[src/rtl/lsu_pkg.sv]
// lsu_pkg: shared state, funct3 decode constants and byte-enable helper for the memory-stage LSU
package lsu_pkg;
  typedef enum logic [1:0] {IDLE, BUSY, DONE} lsu_state_t;
  localparam logic [2:0] F3_B  = 3'b000;
  localparam logic [2:0] F3_H  = 3'b001;
  localparam logic [2:0] F3_W  = 3'b010;
  localparam logic [2:0] F3_BU = 3'b100;
  localparam logic [2:0] F3_HU = 3'b101;
  function automatic logic [3:0] be_for(input logic [2:0] funct3, input logic [1:0] addr_lo);
    return (funct3 inside {F3_B, F3_BU}) ? 4'b0001 << addr_lo :
           (funct3 inside {F3_H, F3_HU}) ? 4'b0011 << addr_lo : 4'b1111;
  endfunction
endpackage

[src/rtl/mem_stage_lsu_load_extend.sv]
// load_extend: picks the addressed byte/half lane of a read word and sign/zero extends it
module load_extend (
  input  logic [31:0] rdata,
  input  logic [1:0]  addr_lo,
  input  logic [2:0]  funct3,
  output logic [31:0] ext
);
  logic [7:0]  b;
  logic [15:0] h;
  assign b = rdata[8*addr_lo +: 8];
  assign h = addr_lo[1] ? rdata[31:16] : rdata[15:0];
  always_comb
    ext = funct3[1:0] == 2'b00 ? {{24{~funct3[2] & b[7]}}, b} :
          funct3[1:0] == 2'b01 ? {{16{~funct3[2] & h[15]}}, h} : rdata;
endmodule

[src/rtl/mem_stage_lsu.sv]
// mem_stage_lsu: single-outstanding req/ack load/store unit stalling the pipeline until completion
// Optional bus timeout abort enabled by defining LSU_TIMEOUT_EN.
module mem_stage_lsu
  import lsu_pkg::*;
#(
  parameter int ADDRESS_WIDTH  = 32,
  parameter int DATA_WIDTH     = 32,
  parameter int TIMEOUT_CYCLES = 16
) (
  input  logic                     clk_i,
  input  logic                     rst_i,
  input  logic                     mem_readM_i,
  input  logic                     mem_writeM_i,
  input  logic [2:0]               funct3M_i,
  input  logic [ADDRESS_WIDTH-1:0] alu_resultM_i,
  input  logic [DATA_WIDTH-1:0]    write_dataM_i,
  output logic                     bus_req_o,
  output logic                     bus_we_o,
  output logic [ADDRESS_WIDTH-1:0] bus_addr_o,
  output logic [DATA_WIDTH-1:0]    bus_wdata_o,
  output logic [3:0]               bus_be_o,
  input  logic                     bus_ack_i,
  input  logic [DATA_WIDTH-1:0]    bus_rdata_i,
  output logic [DATA_WIDTH-1:0]    read_dataM_o,
  output logic                     stall_o,
  output logic                     fault_o
);
  if (TIMEOUT_CYCLES < 1) begin : g_chk
    $error("TIMEOUT_CYCLES must be at least 1");
  end
  lsu_state_t state, state_n;
  logic is_op, legal, aligned, go, bad, ack, tmo;
  logic [2:0] f3_q;
  logic [1:0] alo_q;
  logic [DATA_WIDTH-1:0] ext;
  assign is_op   = mem_readM_i | mem_writeM_i;
  assign legal   = mem_writeM_i ? funct3M_i inside {F3_B, F3_H, F3_W}
                                : funct3M_i inside {F3_B, F3_H, F3_W, F3_BU, F3_HU};
  assign aligned = funct3M_i[1:0] == 2'b01 ? ~alu_resultM_i[0] :
                   funct3M_i[1:0] == 2'b10 ? alu_resultM_i[1:0] == 2'b00 : 1'b1;
  assign go      = state == IDLE && is_op && legal && aligned;
  assign bad     = state == IDLE && is_op && !(legal && aligned);
  assign ack     = state == BUSY && bus_ack_i;
  assign stall_o = ~rst_i & (go | state == BUSY);
`ifdef LSU_TIMEOUT_EN
  logic [31:0] cnt;
  assign tmo = state == BUSY && !bus_ack_i && cnt == 32'(TIMEOUT_CYCLES - 1);
  always_ff @(posedge clk_i)
    if (rst_i || go) cnt <= '0;
    else if (state == BUSY) cnt <= cnt + 32'd1;
`else
  assign tmo = 1'b0;
`endif
  always_comb
    state_n = state == IDLE ? (go ? BUSY : IDLE) :
              state == BUSY ? (ack || tmo ? DONE : BUSY) : IDLE;
  load_extend u_ext (.rdata(bus_rdata_i), .addr_lo(alo_q), .funct3(f3_q), .ext(ext));
  always_ff @(posedge clk_i)
    if (rst_i) begin
      state        <= IDLE;
      bus_req_o    <= 1'b0;
      bus_we_o     <= 1'b0;
      bus_addr_o   <= '0;
      bus_wdata_o  <= '0;
      bus_be_o     <= '0;
      read_dataM_o <= '0;
      fault_o      <= 1'b0;
      f3_q         <= '0;
      alo_q        <= '0;
    end else begin
      state   <= state_n;
      fault_o <= bad | tmo;
      if (go) begin
        bus_req_o   <= 1'b1;
        bus_we_o    <= mem_writeM_i;
        bus_addr_o  <= {alu_resultM_i[ADDRESS_WIDTH-1:2], 2'b00};
        bus_be_o    <= be_for(funct3M_i, alu_resultM_i[1:0]);
        bus_wdata_o <= funct3M_i[1:0] == 2'b00 ? {4{write_dataM_i[7:0]}} :
                       funct3M_i[1:0] == 2'b01 ? {2{write_dataM_i[15:0]}} : write_dataM_i;
        f3_q        <= funct3M_i;
        alo_q       <= alu_resultM_i[1:0];
      end
      if (bad || tmo) read_dataM_o <= '0;
      if (ack) begin
        bus_req_o <= 1'b0;
        if (!bus_we_o) read_dataM_o <= ext;
      end
      if (tmo) bus_req_o <= 1'b0;
    end
endmodule

[config.mk]
export PLATFORM = sky130hd
export DESIGN_NAME = mem_stage_lsu
export DESIGN_NICKNAME = d
export VERILOG_FILES = /design/src/rtl/lsu_pkg.sv /design/src/rtl/mem_stage_lsu_load_extend.sv /design/src/rtl/mem_stage_lsu.sv
export SDC_FILE = /design/constraint.sdc
export NUM_CORES = 1
export LEC_CHECK = 0
export BUFFER_PORTS_ARGS = -buffer_cell sky130_fd_sc_hd__buf_4
export CAP_MARGIN = 20
export CORE_UTILIZATION = 49
export DETAILED_ROUTE_END_ITERATION = 12
export GPL_TIMING_DRIVEN = 1
export HOLD_SLACK_MARGIN = 0.05
export PLACE_DENSITY = 0.88
export SLEW_MARGIN = 40
export SYNTH_ARGS = -nofsm -noshare
export SYNTH_HDL_FRONTEND = slang
export SYNTH_HIERARCHICAL = 1
export SYNTH_SLANG_ARGS = --single-unit
export TNS_END_PERCENT = 100
[constraint.sdc]
create_clock -name clk_i -period 2.3 [get_ports clk_i]
set_input_delay 0.575 -clock clk_i [delete_from_list [all_inputs] [get_ports clk_i]]
set_output_delay 0.575 -clock clk_i [all_outputs]
set_load 0.02 [all_outputs]
==> results.json, run 1 <==
{
  "finalSetupViolCount": 0,
  "first_pass_iters": 5,
  "cp_data_arrival_time_ps": 1620,
  "drc_errors": 0,
  "drt_iter0_markers": 578,
  "cts-root-buf": "clkbuf_16",
  "stdcell_area_sq_mm": 0.007530,
  "core-area_sq_mm": 0.01098,
  "ir_drop_mv": 0.4530,
  "dieHeight_microns": 108.8,
  "relSlewSlack_pct": 48.71,
  "slew_violations": 0,
  "grt_max_degree": 109,
  "finalHoldViolCount": 0,
  "rr_endpoint": "bus_wdata_o[15]$_SDFFE_PP0P_",
  "num_vias": 5856,
  "clock_skew_ps": 7.301,
  "dpl_cell_area_sq_mm": 0.007216,
  "drive_gt1_share_pct": 31.62,
  "r2r_slack_ps": 400,
  "report.power.total_mw": 4.772,
  "wl_per_cell_microns": 17.04,
  "antenna_found_initial": 0,
  "power_density_mw_per_mm2": 633.8,
  "avgViaCountPerCell": 5.891,
  "htree_levels": 3,
  "yosys_register_bits": 108,
  "worstPathMaxFanout": 5,
  "cts_buffers": 9,
  "io_pins": 208,
  "routed_wl_microns": 16940,
  "cp_cell_sequence": "buf_4 > inv_1 > ha_1 > nand2b_1 > and3_4 > a21oi_2 > nor2_2 > buf_4",
  "die_area_sq_mm": 0.01183,
  "clock-sinks": 108,
  "fin_crit_ps": 2199,
  "fin_nets": 957,
  "crit_top_cell": "buf_4",
  "whs_endpoint": "bus_req_o$_SDFFE_PP0P_",
  "chipWidth_microns": 108.8,
  "reg2regPathDepth": 5,
  "fmax_mhz": 454.7,
  "crit_slowest_cell": "ha_1",
  "cts_hold_buffers": 0,
  "path_clk_slew_ps": 70,
  "fillers": 893,
  "p_leak_nw": 3.092,
  "netlist_area_sq_mm": 0.005587,
  "cts_tree": "built",
  "clock_path_buffers": 2,
  "holdPathStages": 1,
  "ys_warn_count": 6,
  "critical-path-max-stage-delay_ps": 200,
  "status": "complete, no violations",
  "synth_area_per_cell_sq_um": 8.192,
  "grt_overflow_total": 0,
  "rsz0062_at_grt": "no",
  "finalSetupTns_ps": 0,
  "place_congestion": 0.9965,
  "area_growth_pct": 34.78,
  "synth_cell_types": 38,
  "path_class": "input pin to output port",
  "maxCapViolCount": 0,
  "min_path_type": "register to register",
  "num_rows": 38,
  "clk_latency_ps": 350,
  "n_antenna_cell": 0,
  "dp.final_hpwl_microns": 11330,
  "worstHoldStart": "bus_req_o$_SDFFE_PP0P_",
  "netlist_instances": 682,
  "postCtsSetupRepairBufs": 0,
  "grt_pass1_vias": 5401,
  "numPortBuffers": 205,
  "grt_pass1_wl_microns": 26430,
  "worstMarginPinSlew_ps": 769.3,
  "reg2reg_from": "state[1]$_SDFF_PP0_",
  "ant_nets": 0,
  "fin_crit_sh_pct": 95.62,
  "end_kind": "output port",
  "grt_usage_pct": 28.32,
  "required_ps": 1730,
  "yosysSeqAreaShare_pct": 38.70,
  "cp-start-kind": "input pin",
  "start_util_pct": 50.87
}
==> cells by family (layout without fill, tap and decap cells) <==
| family | count (synthesis) | in the layout | synth area share [%] |
|---|---|---|---|
| other | 1 | 2 | 0.06712 |
| and+or+nand+nor | 226 | 226 | 22.22 |
| AOI/OAI and AO/OA | 240 | 240 | 24.26 |
| adders and majority gates | 4 | 4 | 0.8959 |
| DFF | 108 | 108 | 38.70 |
| muxes | 25 | 25 | 6.764 |
| buffers and inverters | 78 | 249 | 7.100 |
==> repair_timing <==
item	4_1_cts	5_1_grt
hold endpoints to repair	0	0
setup endpoints to repair	0	1
resized for setup	0	1
==> per-stage QoR <==
stage                     hold slack (ps)  instances  worst slack [ps]  utilization, %
after floorplan                     453.9        683             11.06               -
after global placement              454.0        978             90.94           65.70
after detailed placement            457.1        978             48.74           65.70
after CTS                           470.9        994             65.89           68.52
after global routing                476.1        994             15.50           68.56
final                               472.6        994             100.8           68.56
==> placed cells by master, fill, tap and decap left out, drive strengths merged <==
cell      synthesis  final
buf              35    230
a21oi           109    109
dfxtp           108    108
o21ai            94     94
nand3            63     63
nand2            60     60
nor2b            34     34
nand3b           33     33
a211oi           19     19
mux2i            16     16
nor2             15     15
clkbuf           40     10
and3b             9      9
a311oi            9      9
mux4              8      8
o22ai             7      7
inv               3      5
ha                4      4
nand2b            3      3
nor3              3      3
or2               3      3
nor4              2      2
conb              1      2
clkinv            0      2
and3              1      1
o21a              1      1
bufinv            0      1
clkinvlp          0      1
mux2              1      1
a31oi             1      1
==> worst max path at each step <==
stage	from	end	cells past startpoint
6_report	alu_resultM_i[0]	stall_o	8
2_1_floorplan	alu_resultM_i[0]	stall_o	8
3_5_place_dp	alu_resultM_i[0]	bus_wdata_o[12]$_SDFFE_PP0P_	9
4_1_cts	alu_resultM_i[0]	stall_o	8
5_1_grt	alu_resultM_i[0]	stall_o	8
3_3_place_gp	alu_resultM_i[0]	stall_o	8
==> critical path, delay by kind of cell <==
family / cells / cell delay, ps
AO/OA/AOI/OAI: 1 / 120
buffers and inverters: 3 / 310
adder cells (fa/ha/maj): 1 / 200
AND/OR/NAND/NOR: 3 / 410
==> power breakdown <==
part,switching [mW],internal (mW),leakage (nW)
Sequential,0.0473,1.96,0.879
Combinational,0.643,0.495,2.06
Clock,0.740,0.887,0.151
==> cell type report <==
class,count,area (sq um),share of cell area [%]
Timing Repair Buffer,230,1814,24.09
Clock buffer,10,239.0,3.174
Clock inverter,6,71.32,0.9472
Multi-Input combinational cell,497,3057,40.59
Inverter,3,11.26,0.1496
Sequential cell,108,2162,28.71
Tap cell,140,175.2,2.326
==> synthesized netlist by cell type <==
| cell | number | share of area, % |
|---|---|---|
| buf_2 | 22 | 2.0 |
| and3b_1 | 9 | 1.4 |
| nand3b_1 | 33 | 4.4 |
| o21ai_2 | 12 | 1.9 |
| mux4_1 | 7 | 3.3 |
| buf_8 | 2 | 0.54 |
| clkbuf_1 | 39 | 2.6 |
| or2_2 | 1 | 0.11 |
| nand3_1 | 61 | 5.5 |
| mux2_2 | 1 | 0.20 |
| nand2_1 | 60 | 4.0 |
| o21ai_0 | 74 | 6.6 |
| a31oi_4 | 1 | 0.38 |
| mux2i_1 | 16 | 2.9 |
| nor3_1 | 3 | 0.27 |
| ha_1 | 4 | 0.90 |
| nor2_1 | 14 | 0.94 |
| nand3_4 | 1 | 0.31 |
| nor2b_1 | 34 | 3.8 |
| nor2_8 | 1 | 0.36 |
| buf_4 | 8 | 1.1 |
| clkbuf_2 | 1 | 0.089 |
| conb_1 | 1 | 0.067 |
| and3_1 | 1 | 0.11 |
| o21a_1 | 1 | 0.13 |
| a21oi_1 | 109 | 9.8 |
| nor4_1 | 2 | 0.22 |
| inv_1 | 3 | 0.20 |
| nand2b_1 | 3 | 0.34 |
| a211oi_1 | 19 | 2.6 |
| dfxtp_1 | 108 | 39 |
| o21ai_1 | 8 | 0.72 |
| o22ai_1 | 7 | 0.78 |
| or2_1 | 2 | 0.22 |
| buf_6 | 3 | 0.60 |
| a311oi_1 | 9 | 1.4 |
| mux4_2 | 1 | 0.40 |
| nand3_2 | 1 | 0.18 |
==> registers in the layout, summed over array words and instances, names as in the netlist <==
register      count
alo_q             2
bus_addr_o       30
bus_be_o          4
bus_req_o         1
bus_wdata_o      32
bus_we_o          1
f3_q              3
fault_o           1
read_dataM_o     32
state             2
==> metal layers <==
layer | vias up | track usage [%] | routed length [microns]
met5 | - | 0 | 0
met3 | 36 | 8.727 | 1635
met4 | 0 | 10.71 | 396
met1 | 2764 | 34.67 | 6701
met2 | 284 | 46.52 | 8204
li1 | 2772 | - | -
No activity file was read; power rests on OpenSTA's default activity.
==> inputs of run 2 (changes only) <==
--- a/config.mk
+++ b/config.mk
@@ -12,6 +12,7 @@
 export GPL_TIMING_DRIVEN = 1
 export HOLD_SLACK_MARGIN = 0.05
 export PLACE_DENSITY = 0.88
+export SETUP_SLACK_MARGIN = 0.5
 export SLEW_MARGIN = 40
 export SYNTH_ARGS = -nofsm -noshare
 export SYNTH_HDL_FRONTEND = slang
==> results.json, run 2 (same netlist as run 1, synthesis figures left out) <==
{
  "fillers": 898,
  "crit_slowest_cell": "and3_4",
  "relSlewSlack_pct": 66.14,
  "cp-start-kind": "input pin",
  "finalSetupTns_ps": 0,
  "dieHeight_microns": 108.8,
  "cp_cell_sequence": "buf_12 > inv_6 > ha_4 > nand2b_4 > and3_4 > a21oi_4 > nor2_4 > buf_6",
  "place_congestion": 0.9484,
  "routed_wl_microns": 17180,
  "n_antenna_cell": 0,
  "fin_crit_sh_pct": 89.75,
  "clock-sinks": 108,
  "ant_nets": 0,
  "antenna_found_initial": 0,
  "dp.final_hpwl_microns": 11460,
  "fmax_mhz": 484.4,
  "drive_gt1_share_pct": 32.39,
  "chipWidth_microns": 108.8,
  "grt_usage_pct": 28.07,
  "worst_slack_ps": 235.7,
  "cts_buffers": 9,
  "final_util_pct": 69.53,
  "cp_data_arrival_time_ps": 1490,
  "grt_pass1_wl_microns": 26360,
  "power_density_mw_per_mm2": 642.9,
  "clk_latency_ps": 350,
  "die_area_sq_mm": 0.01183,
  "grt_max_degree": 85,
  "io_pins": 208,
  "worstMarginPinSlew_ps": 506.0,
  "worstHoldStart": "bus_req_o$_SDFFE_PP0P_",
  "drt_iter0_markers": 452,
  "num_vias": 5878,
  "worstPathMaxFanout": 3,
  "fin_crit_ps": 2064,
  "critPathTopFamily": "simple AND/OR/NAND/NOR gates",
  "reg2reg_from": "state[1]$_SDFF_PP0_",
  "maxCapViolCount": 0,
  "htree_levels": 3,
  "ir_drop_mv": 0.3798,
  "wl_per_cell_microns": 17.32,
  "first_pass_iters": 5,
  "critical-path-max-stage-delay_ps": 190,
  "avgViaCountPerCell": 5.925,
  "num_rows": 38,
  "final_common_cell": "buf_4",
  "path_clk_slew_ps": 80,
  "cts_hold_buffers": 0,
  "report.power.total_mw": 4.909,
  "layout_common_cells": "buf_4, a21oi_1, dfxtp_1, o21ai_0, nand3_1",
  "rsz0062_at_grt": "yes",
  "drc_errors": 0,
  "min_path_type": "register to register",
  "grt_pass1_vias": 5439,
  "reg_top3": "bus_wdata_o (32), read_dataM_o (32), bus_addr_o (30)",
  "cts-root-buf": "clkbuf_16",
  "clock_path_buffers": 2,
  "fin_nets": 955,
  "status": "complete, no violations",
  "path_class": "input pin to output port",
  "core-area_sq_mm": 0.01098,
  "finalSetupViolCount": 0,
  "crit_start": "alu_resultM_i[0]",
  "dp_worst_setup_slack_ps": 100.2,
  "area_growth_pct": 36.69,
  "end_kind": "output port",
  "p_leak_nw": 3.111,
  "clock_skew_ps": 9.774,
  "start_util_pct": 50.87,
  "grt_overflow_total": 0,
  "finalHoldViolCount": 0,
  "cts_tree": "built",
  "numPortBuffers": 205,
  "slew_violations": 0,
  "cp_num_buf_inv": 3,
  "required_ps": 1730
}
==> run 2: per-stage QoR <==
step	hold WS (ps)	instance area, sq um	std cells
finish	477.7	7636	992
floorplan	453.9	5665	683
detailed placement	458.9	7196	971
global route	472.0	7636	992
CTS	469.2	7606	991
global placement	453.5	7196	971
==> run 2: final timing paths <==
path | slack [ps] | to | cells past startpoint
min reg2reg | 480 | bus_req_o$_SDFFE_PP0P_ | 1
max | 240 | stall_o | 8
max reg2reg | 550 | bus_wdata_o[10]$_SDFFE_PP0P_ | 5
min | 480 | bus_req_o$_SDFFE_PP0P_ | 1
==> run 2: routing by layer <==
layer | GRT usage, % | vias up | part of all wire, %
met5 | 0 | - | 0
met4 | 9.942 | 0 | 2.7
met3 | 7.890 | 50 | 10
met2 | 48.01 | 307 | 49
met1 | 33.54 | 2755 | 38
li1 | - | 2766 | -
==> run 2: final cells by class <==
type | count | area (sq um) | area share [%]
Tap cell | 140 | 175.2 | 2.294
Clock buffer | 9 | 225.2 | 2.949
Inverter | 3 | 28.78 | 0.3769
Sequential cell | 108 | 2162 | 28.31
Timing Repair Buffer | 228 | 1809 | 23.69
Clock inverter | 7 | 118.9 | 1.557
Multi-Input combinational cell | 497 | 3117 | 40.82
==> run 2: worst reg2reg max path, cell delays in order (launching register included) <==
cell	delay (ps)
dfxtp_1	310
or2_1	290
nor2_4	170
clkbuf_8	440
a21oi_1	160
a311oi_1	290
==> run 2: what timing repair did <==
item	in CTS	in global routing
pin swaps	3	1
setup buffers	4	1
endpoints found under the hold margin	0	0
endpoints found under the setup margin	29	16
resized for setup	9	5
==> run 2: report_power, final <==
group | total, mW | internal, mW | leakage, nW | switching, mW
Clock | 1.75 | 0.984 | 0.166 | 0.766
Sequential | 2.01 | 1.96 | 0.879 | 0.0522
Combinational | 1.15 | 0.498 | 2.07 | 0.648
